**src/rtl/instr_fetch_unit_pkg.sv**
```systemverilog
// Shared definitions for the instruction fetch unit.
//   INSTR_W / ADDR_W : instruction and byte-address widths
//   fsm_state_e      : fetch FSM states (IDLE, FETCH, END)
package instr_fetch_unit_pkg;
  localparam int INSTR_W = 16;
  localparam int ADDR_W  = 16;

  typedef enum logic [1:0] {
    IDLE  = 2'd0,
    FETCH = 2'd1,
    END   = 2'd2
  } fsm_state_e;
endpackage

```
**src/rtl/fetch_fifo.sv**
```systemverilog
// Prefetch buffer: DEPTH x W circular FIFO with synchronous flush.
//   push_i/din_i : write din_i at tail (accepted when not full, or full with pop)
//   pop_i        : drop head entry (ignored when empty)
//   flush_i      : discard all entries; overrides push and pop
//   dout_o       : head entry (combinational read)
//   count_o, full_o, empty_o : occupancy
module fetch_fifo #(
  parameter int DEPTH = 4,
  parameter int W     = 32
) (
  input  logic                   clk,
  input  logic                   rst_n,
  input  logic                   push_i,
  input  logic [W-1:0]           din_i,
  input  logic                   pop_i,
  input  logic                   flush_i,
  output logic [W-1:0]           dout_o,
  output logic [$clog2(DEPTH):0] count_o,
  output logic                   full_o,
  output logic                   empty_o
);
  localparam int PW = $clog2(DEPTH);
  localparam logic [PW-1:0] PTR_ONE  = 1;
  localparam logic [PW:0]   CNT_ONE  = 1;
  localparam logic [PW:0]   CNT_FULL = (PW+1)'(DEPTH);

  logic [DEPTH-1:0][W-1:0] mem_q;
  logic [PW-1:0]           wptr_q, rptr_q;
  logic [PW:0]             cnt_q;
  logic                    do_push, do_pop;

  assign full_o  = (cnt_q == CNT_FULL);
  assign empty_o = (cnt_q == '0);
  assign count_o = cnt_q;
  assign dout_o  = mem_q[rptr_q];

  // Writing the head slot while full is safe: the head is read before the edge.
  assign do_pop  = pop_i && !empty_o;
  assign do_push = push_i && (!full_o || do_pop);

  // Power-of-two depth: pointers wrap by natural overflow.
  always_ff @(posedge clk or negedge rst_n) begin
    if (!rst_n) begin
      mem_q  <= '0;
      wptr_q <= '0;
      rptr_q <= '0;
      cnt_q  <= '0;
    end else if (flush_i) begin
      wptr_q <= '0;
      rptr_q <= '0;
      cnt_q  <= '0;
    end else begin
      if (do_push) begin
        mem_q[wptr_q] <= din_i;
        wptr_q        <= wptr_q + PTR_ONE;
      end
      if (do_pop) rptr_q <= rptr_q + PTR_ONE;
      case ({do_push, do_pop})
        2'b10:   cnt_q <= cnt_q + CNT_ONE;
        2'b01:   cnt_q <= cnt_q - CNT_ONE;
        default: cnt_q <= cnt_q;
      endcase
    end
  end
endmodule

```
**src/rtl/instr_fetch_unit.sv**
```systemverilog
// Instruction fetch unit: sequential fetch from a combinational instruction
// memory into a prefetch buffer, with redirect and end-of-memory halt.
//   imem_pc / imem_instr          : instruction memory address / data
//   redirect_valid / redirect_pc  : flush and restart fetch at a new address
//   out_valid/out_ready/out_instr/out_pc : head of buffer to decode
//   fetch_done : halted at end of memory; fifo_count : buffered entries
module instr_fetch_unit
  import instr_fetch_unit_pkg::*;
#(
  parameter int                DEPTH      = 4,
  parameter logic [ADDR_W-1:0] RESET_PC   = 16'h0000,
  parameter logic [ADDR_W-1:0] IMEM_LIMIT = 16'd32
) (
  input  logic                   clk,
  input  logic                   rst_n,
  output logic [ADDR_W-1:0]      imem_pc,
  input  logic [INSTR_W-1:0]     imem_instr,
  input  logic                   redirect_valid,
  input  logic [ADDR_W-1:0]      redirect_pc,
  output logic                   out_valid,
  input  logic                   out_ready,
  output logic [INSTR_W-1:0]     out_instr,
  output logic [ADDR_W-1:0]      out_pc,
  output logic                   fetch_done,
  output logic [$clog2(DEPTH):0] fifo_count
);
  fsm_state_e          state_q, state_d;
  logic [ADDR_W-1:0]   pc_q, pc_d, pc_adv, redir_pc;
  logic                push, pop, fifo_full, fifo_empty;

  assign imem_pc    = {pc_q[ADDR_W-1:1], 1'b0};
  assign pc_adv     = imem_pc + 16'd2;          // 16-bit modulo
  assign redir_pc   = {redirect_pc[ADDR_W-1:1], 1'b0};
  assign out_valid  = !fifo_empty;
  assign fetch_done = (state_q == END);

  // Redirect flushes the buffer, so that cycle's push and pop are suppressed.
  assign pop  = out_valid && out_ready && !redirect_valid;
  assign push = (state_q == FETCH) && (!fifo_full || pop) && !redirect_valid;

  always_comb begin
    state_d = state_q;
    pc_d    = pc_q;
    if (redirect_valid) begin
      pc_d    = redir_pc;
      state_d = (redir_pc < IMEM_LIMIT) ? FETCH : END;
    end else begin
      case (state_q)
        IDLE:  state_d = FETCH;
        FETCH: if (push) begin
          pc_d = pc_adv;
          if (pc_adv >= IMEM_LIMIT) state_d = END;
        end
        END:     state_d = END;
        default: state_d = IDLE;
      endcase
    end
  end

  always_ff @(posedge clk or negedge rst_n) begin
    if (!rst_n) begin
      state_q <= IDLE;
      pc_q    <= RESET_PC;
    end else begin
      state_q <= state_d;
      pc_q    <= pc_d;
    end
  end

  fetch_fifo #(
    .DEPTH (DEPTH),
    .W     (ADDR_W + INSTR_W)
  ) u_fifo (
    .clk     (clk),
    .rst_n   (rst_n),
    .push_i  (push),
    .din_i   ({imem_pc, imem_instr}),
    .pop_i   (pop),
    .flush_i (redirect_valid),
    .dout_o  ({out_pc, out_instr}),
    .count_o (fifo_count),
    .full_o  (fifo_full),
    .empty_o (fifo_empty)
  );
endmodule

```
**config.mk**
```make
export PLATFORM = sky130hd
export DESIGN_NAME = instr_fetch_unit
export DESIGN_NICKNAME = d
export VERILOG_FILES = /design/src/rtl/instr_fetch_unit_pkg.sv /design/src/rtl/fetch_fifo.sv /design/src/rtl/instr_fetch_unit.sv
export SDC_FILE = /design/constraint.sdc
export NUM_CORES = 1
export LEC_CHECK = 0
export BUFFER_PORTS_ARGS = -buffer_cell sky130_fd_sc_hd__buf_4
export CAP_MARGIN = 20
export CORE_MARGIN = 2
export CORE_UTILIZATION = 34
export CTS_CLUSTER_DIAMETER = 60
export DETAILED_ROUTE_END_ITERATION = 7
export SYNTH_ARGS = -nofsm -noshare
export SYNTH_HDL_FRONTEND = slang
export SYNTH_SLANG_ARGS = --single-unit
```
**constraint.sdc**
```tcl
create_clock -name clk -period 7.11 [get_ports clk]
set_clock_uncertainty 0.1 [all_clocks]
set_input_delay 1.422 -clock clk [delete_from_list [all_inputs] [get_ports clk]]
set_output_delay 1.422 -clock clk [all_outputs]
set_load 0.05 [all_outputs]
```
==> run metrics <==
Comb power frac=6.5%; Syn-to-layout area delta=20.28%; Pleak=0.004095 uW; Worst Path Class, Setup=flop to primary output; pwr dens=219.7 nW/um^2; total internal power=1432 uW; vias in the first global route=4865; commonest cells after routing, fill and taps aside=147 x dfrtp_1, 120 x mux2_2, 91 x buf_4, 37 x nand2_1, 31 x mux4_2; Fmax achieved=0.2539 GHz; Post-CTS Setup Inserts=0; Max clock buf depth=2; ys flop type=dfrtp_1; first-pass GRT wire length=25.29 mm; Root Driver=clkbuf_16; I/O Pins=89; Hold WS=0.3821 ns; Final nets=636; Startpoint Class=flop; Clk pwr share=46.2%; # resized after CTS=0; Switch Pwr=428.1 uW; Netlist cell types=49; H-tree Lvls=4; Wirelength per Cell=17.99 um; initial core utilization=34.68%; routed vias/inst=5.056; Yosys warning count=0; GRT Util Overall=15.16%; Antenna Nets Post-Route=0; Seq pwr share=47.3%; TritonCTS clock tree=done; total of max-cap violations=0; DRC Markers=0; cells after synthesis=519; Worst EP required=5.59 ns; Max Slew Vio Count=0; Placement Cell Area=7880 sq um; Final setup viols=0; RD Place Congestion=0.7881; Worst-path clk slew=0.06 ns; flops & latches, synth=148; average size of a mapped cell=13.57 sq um; Async SR Flop Fraction=100.0%; Chip Height=147.9 um; Synth Cell Area=7041 sq um; CTS Buf Count=17; Tcrit/Tclk final=55.39%; First DRT Iteration DRCs=200; critical path capture point type=primary output; Worst-Skew Late Latency=0.42 ns; IO Port Bufs=85; CTS Hold Bufs=0; VDD IR-drop max=0.0001230 V; setup TNS=0 ns; CP Max Fanout=22; largest net degree at the start of global routing=81; CTS Sinks=148; Via Count=4409; DRT Wirelength=15.69 mm; Hold Vio Cnt, Final=0; # rows=52; hpwl dp=10.24 mm; GR Overflow Total=0; Core Box Area=20300 sq um; Worst Max-Slew Pin Slew=0.7314 ns; chip width=147.9 um; Switching Share=23.02%; RSZ-0062 raised after global routing=false; CP arrival=2.42 ns; initial antenna violation count=0; max_slew headroom=51.12%; DR pass1 iterations=4; status=finished clean; Post-synth EDFFs=0; Final Critical Period=3.938 ns; HP Class=flop to flop; commonest non-fill, non-tap cell in the layout=dfrtp_1; post-synthesis sequential area ratio=52.60%; finished layout cell area=8468 sq um; share of layout cells above drive strength 1=45.85%; die area=21870 sq um; Antenna diodes=0
==> cell type report <==
class | instances | area, sq um
Sequential cell | 148 | 3705
Multi-Input combinational cell | 323 | 3113
Timing Repair Buffer | 93 | 721.9
Tap cell | 270 | 337.8
Inverter | 8 | 30.03
Clock inverter | 5 | 75.07
Fill cell | 1890 | 11830
Clock buffer | 25 | 485.5
==> stage by stage <==
stage / setup slack, ns / power (uW) / std cells / utilization, %
6_report: 3.172 / 1860 / 872 / 41.72
3_5_place_dp: 3.012 / 1016 / 841 / 38.82
5_1_grt: 3.016 / 1942 / 872 / 41.72
3_3_place_gp: 3.058 / 1012 / 841 / 38.82
2_1_floorplan: 3.737 / 955.4 / 520 / -
4_1_cts: 3.118 / 1885 / 871 / 41.58
==> final timing paths <==
kind | startpoint | endpoint | slack (ns) | depth (start not counted)
setup reg to reg | state_q[1] | u_fifo.mem_q[12] | 4.05 | 8
hold reg to reg | u_fifo.mem_q[117] | u_fifo.mem_q[117] | 0.38 | 2
setup / recovery | u_fifo.rptr_q[0] | out_instr[8] | 3.17 | 3
min in group asynchronous | rst_n | u_fifo.mem_q[46] | 0.89 | 1
hold / removal | u_fifo.mem_q[117] | u_fifo.mem_q[117] | 0.38 | 2
max in group asynchronous | rst_n | u_fifo.mem_q[29] | 4.88 | 3
==> cells by family after synthesis <==
logic type | Yosys count | synth area share, %
AO/OA/AOI/OAI | 40 | 3.466
XOR/XNOR | 19 | 2.364
adder cells (fa/ha/maj) | 9 | 1.706
buffers and inverters | 49 | 3.234
flip-flops | 148 | 52.60
multiplexers | 155 | 29.68
other | 1 | 0.05326
AND/OR/NAND/NOR | 98 | 6.895
==> cell usage after synthesis, types with 5 or more instances <==
cell type | instances | area share, %
buf_1 | 17 | 0.91
buf_2 | 9 | 0.64
clkbuf_1 | 9 | 0.48
dfrtp_1 | 148 | 53
ha_1 | 8 | 1.4
inv_1 | 8 | 0.43
mux2_2 | 120 | 19
mux4_2 | 31 | 9.9
nand2_1 | 37 | 2.0
nand3_1 | 9 | 0.64
nand4_1 | 5 | 0.44
nor2_1 | 22 | 1.2
nor3_1 | 9 | 0.64
o21ai_0 | 23 | 1.6
xnor2_1 | 6 | 0.75
xor2_1 | 13 | 1.6
==> worst max-delay path, stage by stage (launching register included) <==
cell,delay (ns)
dfrtp_2,0.64
buf_4,0.50
mux4_2,0.61
buf_4,0.21
==> layer usage <==
| metal | track usage, % | vias up | wire length [um] |
|---|---|---|---|
| met2 | 26.58 | 96 | 8149 |
| li1 | - | 2020 | - |
| met3 | 3.920 | 10 | 613 |
| met1 | 18.45 | 2283 | 6791 |
| met4 | 4.476 | 0 | 136 |
| met5 | 0 | - | 0 |
==> flip-flops by register name, indices dropped and copies added (netlist names) <==
| register | cells |
|---|---|
| state_q | 2 |
| u_fifo.rptr_q | 2 |
| u_fifo.count_o | 3 |
| pc_q | 15 |
| u_fifo.wptr_q | 2 |
| u_fifo.mem_q | 124 |
==> power groups by stage <==
stage | combinational [uW] | clock, uW | sequential (uW)
3_3_place_gp | 119 | 0 | 894
4_1_cts | 122 | 883 | 880
3_5_place_dp | 121 | 0 | 895
5_1_grt | 132 | 927 | 883
2_1_floorplan | 54.5 | 0 | 901
6_report | 121 | 859 | 880
No activity file was read; power rests on OpenSTA's default activity.
